<file path="src/rtl/sum_accumulator.sv">
// Accumulates C_ACC_NUM unsigned adder sums into one result, offered on a
// valid/ready port and held until the sink takes it.
module sum_accumulator #(
  parameter int C_DATA_WIDTH = 4,
  parameter int C_ACC_NUM    = 8
) (
  input  logic                                           I_sys_clk,
  input  logic                                           I_rst_n,
  input  logic                                           I_clear,
  input  logic                                           I_sum_valid,
  input  logic [C_DATA_WIDTH:0]                          I_sum,
  output logic                                           O_sum_ready,
  output logic                                           O_acc_valid,
  output logic [C_DATA_WIDTH+1+$clog2(C_ACC_NUM)-1:0]    O_acc_data,
  input  logic                                           I_acc_ready,
  output logic                                           O_busy
);
  localparam int C_ACC_WIDTH = C_DATA_WIDTH + 1 + $clog2(C_ACC_NUM);
  localparam int C_CNT_WIDTH = $clog2(C_ACC_NUM + 1);

  localparam logic [1:0] IDLE  = 2'b00;
  localparam logic [1:0] ACCUM = 2'b01;
  localparam logic [1:0] DONE  = 2'b10;

  localparam logic [C_CNT_WIDTH-1:0] CNT_LAST = C_CNT_WIDTH'(C_ACC_NUM - 1);

  logic [1:0]             state;
  logic [C_ACC_WIDTH-1:0] acc;
  logic [C_CNT_WIDTH-1:0] cnt;
  logic [C_ACC_WIDTH-1:0] sum_ext;
  logic                   accept;

  assign O_sum_ready = (state != DONE) & ~I_clear;
  assign accept      = I_sum_valid & O_sum_ready;
  assign O_busy      = (state != IDLE);
  assign O_acc_valid = (state == DONE);
  assign O_acc_data  = acc;
  assign sum_ext     = C_ACC_WIDTH'(I_sum);

  // I_sum is only looked at on an accept, so junk on idle cycles never lands in acc
  always_ff @(posedge I_sys_clk or negedge I_rst_n) begin
    if (!I_rst_n) begin
      state <= IDLE;
      acc   <= '0;
      cnt   <= '0;
    end else if (I_clear) begin
      state <= IDLE;
      acc   <= '0;
      cnt   <= '0;
    end else begin
      case (state)
        IDLE: if (accept) begin
          acc   <= sum_ext;
          cnt   <= C_CNT_WIDTH'(1);
          state <= (C_ACC_NUM == 1) ? DONE : ACCUM;
        end
        ACCUM: if (accept) begin
          acc <= acc + sum_ext;
          cnt <= cnt + C_CNT_WIDTH'(1);
          if (cnt == CNT_LAST) state <= DONE;
        end
        DONE: if (I_acc_ready) begin
          acc   <= '0;
          cnt   <= '0;
          state <= IDLE;
        end
        default: state <= IDLE;
      endcase
    end
  end
endmodule
</file>
<file path="config.mk">
export PLATFORM = sky130hd
export DESIGN_NAME = sum_accumulator
export DESIGN_NICKNAME = d
export VERILOG_FILES = /design/src/rtl/sum_accumulator.sv
export SDC_FILE = /design/constraint.sdc
export NUM_CORES = 1
export LEC_CHECK = 0
export CORE_ASPECT_RATIO = 0.5
export CORE_MARGIN = 2
export CORE_UTILIZATION = 30
export DETAILED_ROUTE_END_ITERATION = 16
export PLACE_DENSITY = 0.52
export SYNTH_ARGS = -nofsm -noshare
export SYNTH_HDL_FRONTEND = slang
export SYNTH_SLANG_ARGS = --single-unit
</file>
<file path="constraint.sdc">
create_clock -name I_sys_clk -period 3 [get_ports I_sys_clk]
set_input_delay 0.6 -clock I_sys_clk [delete_from_list [all_inputs] [get_ports I_sys_clk]]
set_output_delay 0.6 -clock I_sys_clk [all_outputs]
set_load 0.02 [all_outputs]
</file>
; Word-level counts from Yosys, hierarchy flattened
; Cells that the tools add are included.
; Widths: inputs -> output; s select.
[totals]
elab_cells = 37
out_inout_bits = 11
regBits = 14
inputBits = 10
[classes]
n_reduce_logical = 5
eq_ne = 8
muxes = 16
bitwise_logic = 3
add_sub_neg = 2
[op_table]
columns = op, n
row1 = $mux 8, 4
row2 = $pmux 8 s3, 1
row3 = $mux 4, 4
row4 = $pmux 4 s3, 1
row5 = $mux 2, 5
row6 = $ne 3x3->1 const B, 3
row7 = $add 8x5->8, 1
row8 = $reduce_and 4->1, 2
row9 = $pmux 2 s3, 1
row10 = $add 4x1->4 const B, 1
row11 = $eq 4x3->1 const B, 1
row12 = $reduce_bool 4->1, 1
row13 = $ne 3x2->1 const B, 1
row14 = $and 1x1->1, 2
row15 = $eq 2x1->1 const B, 1
row16 = $eq 2x2->1 const B, 1
row17 = $logic_not 2->1, 1
row18 = $ne 2x2->1 const B, 1
row19 = $reduce_bool 2->1, 1
row20 = $not 1->1, 1

; Depth between registers and ports, before layout
; Gate-level depths: netlist of the first run.
[logic_depth]
ltp_word = 6
depth_mapped = 7
mapped_depth_nobuf = 7

; Least setup slack after synthesis of the first run
; No wires, ideal clock.
[synth_path]
kind = input-to-reg
start = input I_sum[0]
end = register acc[6] (netlist: O_acc_data[6])
cell_stages = 7
path_slack_ns = 0.998
setup_time_ns = 0.064
path_buffers = 0
t_arrival_ns = 1.938
required_time_ns = 2.936
cell_sequence = ha_1 fa_1 a21o_1 a211oi_1 o21ai_0 nand2b_1 a21o_1
[synth_between]
elab_chain_len = 4
[synth_lines]
columns = element, line
row1 = from (decl), 11  ; input logic [C_DATA_WIDTH:0] I_sum,
row2 = $add 8x5->8, 58  ; acc <= acc + sum_ext;
row3 = $mux 8, 57  ; ACCUM: if (accept) begin
row4 = $pmux 8 s3, 51  ; case (state)
row5 = $mux 8, 46  ; end else if (I_clear) begin
row6 = to (signal assigned), 53  ; acc <= sum_ext;
row7 = to (signal assigned), 58
row8 = to (decl), 28  ; logic [C_ACC_WIDTH-1:0] acc;
; Every way passes these cells. The select of a mux whose other input is x is not followed.
; A chain may end at the register's enable or synchronous reset.

; Worst setup path in the final report of the first run
[layout_path]
start = input I_clear
end = output O_sum_ready
[layout_between]
elab_chain_len = 2
[layout_lines]
columns = element, line
row1 = from (decl), 9  ; input logic I_clear,
row2 = $not 1->1, 33  ; assign O_sum_ready = (state != DONE) & ~I_clear;
row3 = $and 1x1->1, 33
row4 = to (decl), 12  ; output logic O_sum_ready,
; Every way passes these cells.

==> qor.tcl, run 1 <==
set qor(clk_pin_slew_ps) 70
set qor(cts_root_buf) {sky130_fd_sc_hd__clkbuf_8}
set qor(final_common_cell) {sky130_fd_sc_hd__clkdlybuf4s50_1}
set qor(ctsResizeCount) 0
set qor(combinationalPowerShare_pct) 54.9
set qor(switching_power_w) 0.0004099
set qor(critPathMaxStageDelay_ps) 610
set qor(placed_cell_area_mm2) 0.001261
set qor(later_pin_clock_latency_in_the_skew_report_ps) 250
set qor(placedCellCount) 165
set qor(run_status) {finished, final reports clean}
set qor(syn2layout_area_growth_pct) 31.99
set qor(finalClockSkew_ps) 5.685
set qor(synth_area_um2) 997.2
set qor(worst_max_slew_margin_expressed_relative_to_the_limit_pct) 53.89
set qor(synth.avg_cell_area_um2) 9.589
set qor(setup_repair_after_global_routing_missed_its_margin) {no}
set qor(cpMostUsedCell) {sky130_fd_sc_hd__clkdlybuf4s50_1}
set qor(maximum_vdd_ir_drop_mv) 0.3172
set qor(most-common-layout-cells) {sky130_fd_sc_hd__clkdlybuf4s50_1, sky130_fd_sc_hd__dfrtp_1, sky130_fd_sc_hd__ha_1, sky130_fd_sc_hd__o21ai_0}
set qor(drt_wl_total_um) 2301
set qor(worst-endpoint-arrival_ps) 1740
set qor(min_delay_path_class) {reg2reg}
set qor(die_width_um) 85.54
set qor(die_area_mm2) 0.003829
set qor(cells_after_synth) 104
set qor(worst-slew-pin-transition_ps) 689.5
set qor(grt_start_max_net_pins) 15
set qor(critPathLaunchType) {input port}
set qor(final_nets) 151
set qor(detail_route.iter0.violations) 24
set qor(leakage_nw) 0.5793
set qor(synth_mux_area_share_pct) 4.015
set qor(final-setup-viol-count) 0
set qor(grt_util_all_layers_pct) 13.97
set qor(floorplan.initialDensity_pct) 32.35
set qor(synth-adder-area-share_pct) 14.55
set qor(cellPowerDensity_mw_per_mm2) 769.3
set qor(cts_tree) {yes}
set qor(route.detailed.vias_per_inst) 4.959
set qor(grt_pass1_wl_um) 4057
set qor(post_route_cells_drive_above_1_share_pct) 11.63
set qor(final.setup.worst_slack_ps) 664.0
set qor(fp.coreArea_mm2) 0.003083
set qor(post-route-period-util_pct) 77.87
set qor(drt.antenna.violating_nets) 0
set qor(global_route.overflow_total) 0
set qor(final_util_pct) 42.69
set qor(synth_seq_cells) 14
set qor(power.clock.fraction_pct) 19.0
set qor(synthesis.nets) 125
set qor(critPathRequiredTime_ps) 2400
set qor(share_seq_of_total_power_pct) 26.2
set qor(drtPass1Iterations) 4
set qor(groute.layer.met2.usage_pct) 21.09
set qor(finalHoldViolCount) 0
set qor(routabilityCongestion) 0.7835
set qor(met3_usage_pct) 4.753
set qor(place.detailed.hpwl_um) 1701
set qor(post_synth_xor_area_fraction_pct) 1.757
set qor(max_cap_check_violation_count) 0
set qor(synth-async-reset-ratio_pct) 100.0
set qor(fraction_of_power_spent_switching_nets_pct) 40.48
set qor(postCtsSetupRepairBufs) 0
set qor(final-instance-count-excl-fill) 169
set qor(timing.setup.tns_ps) 0
set qor(grt.met1_usage_pct) 19.37
set qor(yosys.area_share.simple_pct) 18.57
set qor(synth_enable_flop_cells) 0
set qor(worst_setup_ep_type) {primary output}
set qor(ys_types) 38
set qor(route.vias.total) 838
set qor(busiest_layer) {met2}
set qor(post_cts_hold_buffer_count) 0
set qor(drcViolationCount) 0
set qor(cts_max_path_buffers) 2
set qor(final.min_clock_period_ps) 2336
set qor(port_buffers) 20
set qor(placement_rows) 14
set qor(cp_cell_sequence) {clkdlybuf4s50_1 > nor2_1 > clkdlybuf4s50_1}
set qor(cts.htree.levels) 1
set qor(number_of_clock_sinks) 14
set qor(routedWlPerCell_um) 13.62
set qor(final_max_slew_viol_count) 0
set qor(antenna_found_initial) 0
set qor(synth_top_family_by_area) {compound AO/OA/AOI/OAI gates}
set qor(grt_pass1_vias) 825
set qor(timing.critical_path.max_delay_family) {buffers and inverters}
set qor(p_int_w) 0.0006026
set qor(die_height_um) 44.77
set qor(inserted_clock_buffers) 3
set qor(path_max_fanout) 2
set qor(diode_insertion_count_for_antenna_repair) 0
set qor(synth-seq-area-share_pct) 35.13
set qor(cp_num_buf_inv) 2
set qor(achievable-frequency_mhz) 428.1
set qor(dominant_synthesized_flop_cell) {sky130_fd_sc_hd__dfrtp_1}
set qor(synthesis.yosys.warnings) 0
set qor(finalInstanceArea_mm2) 0.001316
set qor(synth_compound_gate_area_share_pct) 22.46
set qor(number_of_top_level_pins) 21
set qor(place_ws_ps) 395.5
set qor(critical_path_class) {in2out}
set qor(timing.critical_path.slowest_stage_cell) {sky130_fd_sc_hd__clkdlybuf4s50_1}
==> power groups by stage <==
stage / Clock (W) / Combinational [W] / Sequential [W]
3_3_place_gp: 0 / 0.000556 / 0.000268
4_1_cts: 0.000200 / 0.000561 / 0.000265
6_report: 0.000192 / 0.000555 / 0.000265
2_1_floorplan: 0 / 0.000355 / 0.000291
3_5_place_dp: 0 / 0.000558 / 0.000267
5_1_grt: 0.000211 / 0.000617 / 0.000271
==> layout make-up <==
type / instances / area [um^2]
fill: 316 / 1767
multi-input combinational: 81 / 611.8
sequential: 14 / 350.3
timing repair buffer: 23 / 222.7
clock buffer: 4 / 55.05
tap: 40 / 50.05
inverter: 7 / 26.28
==> worst min-delay path: stages, from the launching register on <==
cell	delay, ps
sky130_fd_sc_hd__dfrtp_1	370
sky130_fd_sc_hd__nand2_1	50
sky130_fd_sc_hd__o21ai_0	60
==> stage by stage <==
stage	hold WS [ps]	power [W]
global placement	496.3	0.0008245
finish	516.8	0.001013
floorplan	304.4	0.0006454
global route	561.2	0.001099
CTS	521.5	0.001027
detailed placement	506.5	0.0008257
==> synthesized netlist by cell type (all sizes together), types with 2 or more instances <==
cell type	instances	area (um^2)
a211oi	5	42.54
a21o	3	22.52
a21oi	6	30.03
a221o	2	20.02
a22oi	2	15.01
dfrtp	14	350.3
ha	10	125.1
inv	7	26.27
mux2i	4	40.04
nand2	7	26.28
nand2b	2	15.02
nand3	2	10.01
nor2	7	26.28
nor2b	3	18.77
o21ai	9	45.04
or3	2	15.01
==> final timing paths <==
| kind | startpoint | to | slack [ps] | depth (start not counted) |
|---|---|---|---|---|
| setup / recovery | I_clear | O_sum_ready | 660 | 3 |
| hold / removal | cnt[1]$_DFFE_PN0P_ | cnt[1]$_DFFE_PN0P_ | 520 | 2 |
| setup reg to reg | state[1]$_DFFE_PN0P_ | O_acc_data[1]$_DFFE_PN0P_ | 920 | 6 |
| hold reg to reg | cnt[1]$_DFFE_PN0P_ | cnt[1]$_DFFE_PN0P_ | 520 | 2 |
| max in group asynchronous | I_rst_n | cnt[3]$_DFFE_PN0P_ | 1800 | 1 |
| min in group asynchronous | I_rst_n | O_acc_data[1]$_DFFE_PN0P_ | 760 | 1 |
==> registers in the layout, indices dropped and copies added, names as in the netlist <==
| name | cells |
|---|---|
| O_acc_data | 8 |
| state | 2 |
| cnt | 4 |
==> routing by layer <==
layer | up-vias | share of wire, % | wire (um)
met4 | 0 | 0.56 | 13
met1 | 389 | 53 | 1229
met5 | - | 0 | 0
met3 | 3 | 4.5 | 103
met2 | 14 | 42 | 955
li1 | 432 | - | -
==> kinds of logic after synthesis <==
| family | Yosys count |
|---|---|
| DFF | 14 |
| and+or+nand+nor | 31 |
| AOI/OAI and AO/OA | 33 |
| xor gates and xnor gates | 2 |
| muxes | 4 |
| adders and majority gates | 11 |
| buffers and inverters | 9 |
(Power assumes the default switching activity.)
==> run 2, diff against run 1 <==
- clock period: 3 -> 2.45 ns (I/O delays scaled with it)
==> run 2 against run 1 <==
  * Sequential cell count unchanged
  * Setup slack got worse by 430 ps
  * Total power grew 24%
  * Combinational power up 26%
  * Register-to-register slack lost 500 ps
  * Sequential share of layout area down 0.30 points
  * Critical path depth up 5
  * Clock-buffer cell count stayed put
  * Clock power is 19% higher
==> qor.tcl, run 2 (synthesized netlist as in run 1, its figures left out) <==
set qor(detail_route.iter0.violations) 24 ;# unchanged
set qor(final_nets) 153 ;# +1.3%
set qor(maximum_vdd_ir_drop_mv) 0.4157 ;# +31%
set qor(most-common-layout-cells) {sky130_fd_sc_hd__clkdlybuf4s50_1, sky130_fd_sc_hd__dfrtp_1, sky130_fd_sc_hd__ha_1, sky130_fd_sc_hd__o21ai_0}
set qor(critPathLaunchType) {input port}
set qor(cellPowerDensity_mw_per_mm2) 940.1 ;# +22%
set qor(placed_cell_area_mm2) 0.001276 ;# +1.2%
set qor(global_route.overflow_total) 0 ;# unchanged
set qor(critPathMaxStageDelay_ps) 430 ;# -180 ps
set qor(p_int_w) 0.0007539 ;# +25%
set qor(power.clock.fraction_pct) 18.3 ;# -0.7 points
set qor(antenna_found_initial) 0 ;# unchanged
set qor(floorplan.initialDensity_pct) 32.35 ;# unchanged
set qor(fp.coreArea_mm2) 0.003083 ;# unchanged
set qor(drt.antenna.violating_nets) 0 ;# unchanged
set qor(placement_rows) 14 ;# unchanged
set qor(cts.htree.levels) 1 ;# unchanged
set qor(switching_power_w) 0.0004976 ;# +21%
set qor(worst_setup_ep_type) {flop}
set qor(placedCellCount) 167 ;# +1.2%
set qor(place.detailed.hpwl_um) 1740 ;# +2.2%
set qor(largest_register_ff_count) 8 ;# unchanged
set qor(max_cap_check_violation_count) 0 ;# unchanged
set qor(path_max_fanout) 3 ;# +1
set qor(routedWlPerCell_um) 13.42 ;# -1.4%
set qor(finalClockSkew_ps) 2.453 ;# -3.232 ps
set qor(post_route_cells_drive_above_1_share_pct) 12.98 ;# +1.3 points
set qor(critical_path_class) {in2reg}
set qor(finalHoldViolCount) 0 ;# unchanged
set qor(worst-endpoint-arrival_ps) 2410 ;# +670 ps
set qor(run_status) {finished, final reports clean}
set qor(timing.setup.tns_ps) 0 ;# unchanged
set qor(fraction_of_power_spent_switching_nets_pct) 39.76 ;# -0.72 points
set qor(die_width_um) 85.54 ;# unchanged
set qor(finalInstanceArea_mm2) 0.001331 ;# +1.1%
set qor(drt_wl_total_um) 2295 ;# -0.26%
set qor(min_delay_worst_endpoint) {cnt[1]$_DFFE_PN0P_}
set qor(final_common_cell) {sky130_fd_sc_hd__clkdlybuf4s50_1}
set qor(die_area_mm2) 0.003829 ;# unchanged
set qor(worst_max_slew_margin_expressed_relative_to_the_limit_pct) 53.94 ;# +0.055 points
set qor(post_cts_hold_buffer_count) 0 ;# unchanged
set qor(reg_to_reg_slack_setup_ps) 420 ;# -500 ps
set qor(later_pin_clock_latency_in_the_skew_report_ps) 250 ;# about the same
set qor(cp_cell_sequence) {clkdlybuf4s50_1 > ha_1 > fa_1 > a21o_1 > a211oi_1 > o21ai_0 > nand2b_1 > a21o_1}
set qor(route.detailed.vias_per_inst) 4.889 ;# -1.4%
set qor(regToRegEndpoint) {O_acc_data[7]$_DFFE_PN0P_}
set qor(grt_pass1_vias) 875 ;# +6.1%
set qor(diode_insertion_count_for_antenna_repair) 0 ;# unchanged
set qor(ff2ff_path_depth) 7 ;# +1
set qor(ctsResizeCount) 0 ;# unchanged
set qor(cts_root_buf) {sky130_fd_sc_hd__clkbuf_8}
set qor(die_height_um) 44.77 ;# unchanged
set qor(achievable-frequency_mhz) 450.4
set qor(drtPass1Iterations) 4 ;# unchanged
set qor(number_of_clock_sinks) 14 ;# unchanged
set qor(post-route-period-util_pct) 90.62
set qor(final_util_pct) 43.18 ;# +0.49 points
set qor(final-instance-count-excl-fill) 171 ;# +1.2%
set qor(hold_start) {cnt[1]$_DFFE_PN0P_}
set qor(route.vias.total) 836 ;# -0.24%
set qor(final_max_slew_viol_count) 0 ;# unchanged
set qor(total_power_w) 0.001252 ;# +24%
set qor(final-setup-viol-count) 0 ;# unchanged
set qor(cts_tree) {yes}
set qor(cts_max_path_buffers) 2 ;# unchanged
set qor(inserted_clock_buffers) 3 ;# unchanged
set qor(postCtsSetupRepairBufs) 0 ;# unchanged
set qor(cpMostUsedCell) {sky130_fd_sc_hd__a21o_1}
set qor(timing.critical_path.slowest_stage_cell) {sky130_fd_sc_hd__clkdlybuf4s50_1}
set qor(share_seq_of_total_power_pct) 25.8 ;# -0.4 points
set qor(worst-slew-pin-transition_ps) 688.7 ;# -0.8226 ps
set qor(combinationalPowerShare_pct) 56.0 ;# +1.1 points
set qor(routabilityCongestion) 0.7939 ;# +1.3%
set qor(drcViolationCount) 0 ;# unchanged
set qor(port_buffers) 20 ;# unchanged
set qor(rr_startpoint) {state[1]$_DFFE_PN0P_}
set qor(critPathRequiredTime_ps) 2640 ;# +240 ps
set qor(hold-path-cell-count) 2 ;# unchanged
set qor(leakage_nw) 0.5892 ;# +1.7%
set qor(grt_util_all_layers_pct) 14.25 ;# +0.28 points
set qor(final.min_clock_period_ps) 2220
set qor(setup_repair_after_global_routing_missed_its_margin) {no}
set qor(syn2layout_area_growth_pct) 33.50
set qor(clk_pin_slew_ps) 60 ;# about the same
set qor(grt_start_max_net_pins) 15 ;# unchanged
set qor(n_fill_cell) 304 ;# -3.8%
set qor(min_delay_path_class) {reg2reg}
set qor(grt_pass1_wl_um) 4202 ;# +3.6%
set qor(number_of_top_level_pins) 21 ;# unchanged
## run 2: cell types whose count changed in the layout (fill, tap and decap cells not counted), sizes merged
cell,change
buf,+2
## run 2: worst max-delay path by stage
| stage | startpoint | endpoint | slack, ps | cells after the start |
|---|---|---|---|---|
| CTS | state[0]$_DFFE_PN0P_ | O_acc_valid | 200 | 3 |
| detailed placement | I_sum[0] | O_acc_data[6]$_DFFE_PN0P_ | -10 | 8 |
| finish | I_sum[0] | O_acc_data[6]$_DFFE_PN0P_ | 230 | 8 |
| global placement | I_sum[0] | O_acc_data[6]$_DFFE_PN0P_ | 60 | 8 |
| floorplan | state[0]$_DFFE_PN0P_ | O_acc_data[7]$_DFFE_PN0P_ | 450 | 7 |
| global route | I_sum[0] | O_acc_data[6]$_DFFE_PN0P_ | 30 | 8 |
## run 2: worst max-delay path: cells and delay by family
family	cells	cell delay (ps)
compound gates	4	740
fa+ha+maj	2	670
buf+inv	1	430
simple gates	1	90
## run 2: final cells by class
class	instances	area (um^2)	share of cell area, %
Timing Repair Buffer	25	237.7	17.86
Inverter	7	26.28	1.974
Sequential cell	14	350.3	26.32
Tap cell	40	50.05	3.759
Clock buffer	4	55.05	4.135
Multi-Input combinational cell	81	611.8	45.96
## run 2: per-layer routing
| layer | track usage, % | up-vias | routed length [um] |
|---|---|---|---|
| met2 | 22.19 | 17 | 948 |
| li1 | - | 437 | - |
| met5 | 0 | - | 0 |
| met4 | 3.810 | 0 | 19 |
| met3 | 4.388 | 2 | 97 |
| met1 | 19.57 | 380 | 1229 |
## run 2: power groups by stage
| stage | clock [W] | sequential [W] | combinational [W] |
|---|---|---|---|
| after global placement | 0 | 0.000328 | 0.000705 |
| after global routing | 0.000251 | 0.000330 | 0.000791 |
| after floorplan | 0 | 0.000356 | 0.000434 |
| after CTS | 0.000239 | 0.000323 | 0.000710 |
| final | 0.000229 | 0.000322 | 0.000700 |
| after detailed placement | 0 | 0.000326 | 0.000706 |
## run 2: stage by stage
stage,worst slack (ps),hold WS (ps)
2_1_floorplan,450.4,194.4
3_5_place_dp,-12.42,510.4
5_1_grt,28.08,563.6
3_3_place_gp,63.81,495.6
6_report,229.7,515.1
4_1_cts,203.5,525.0
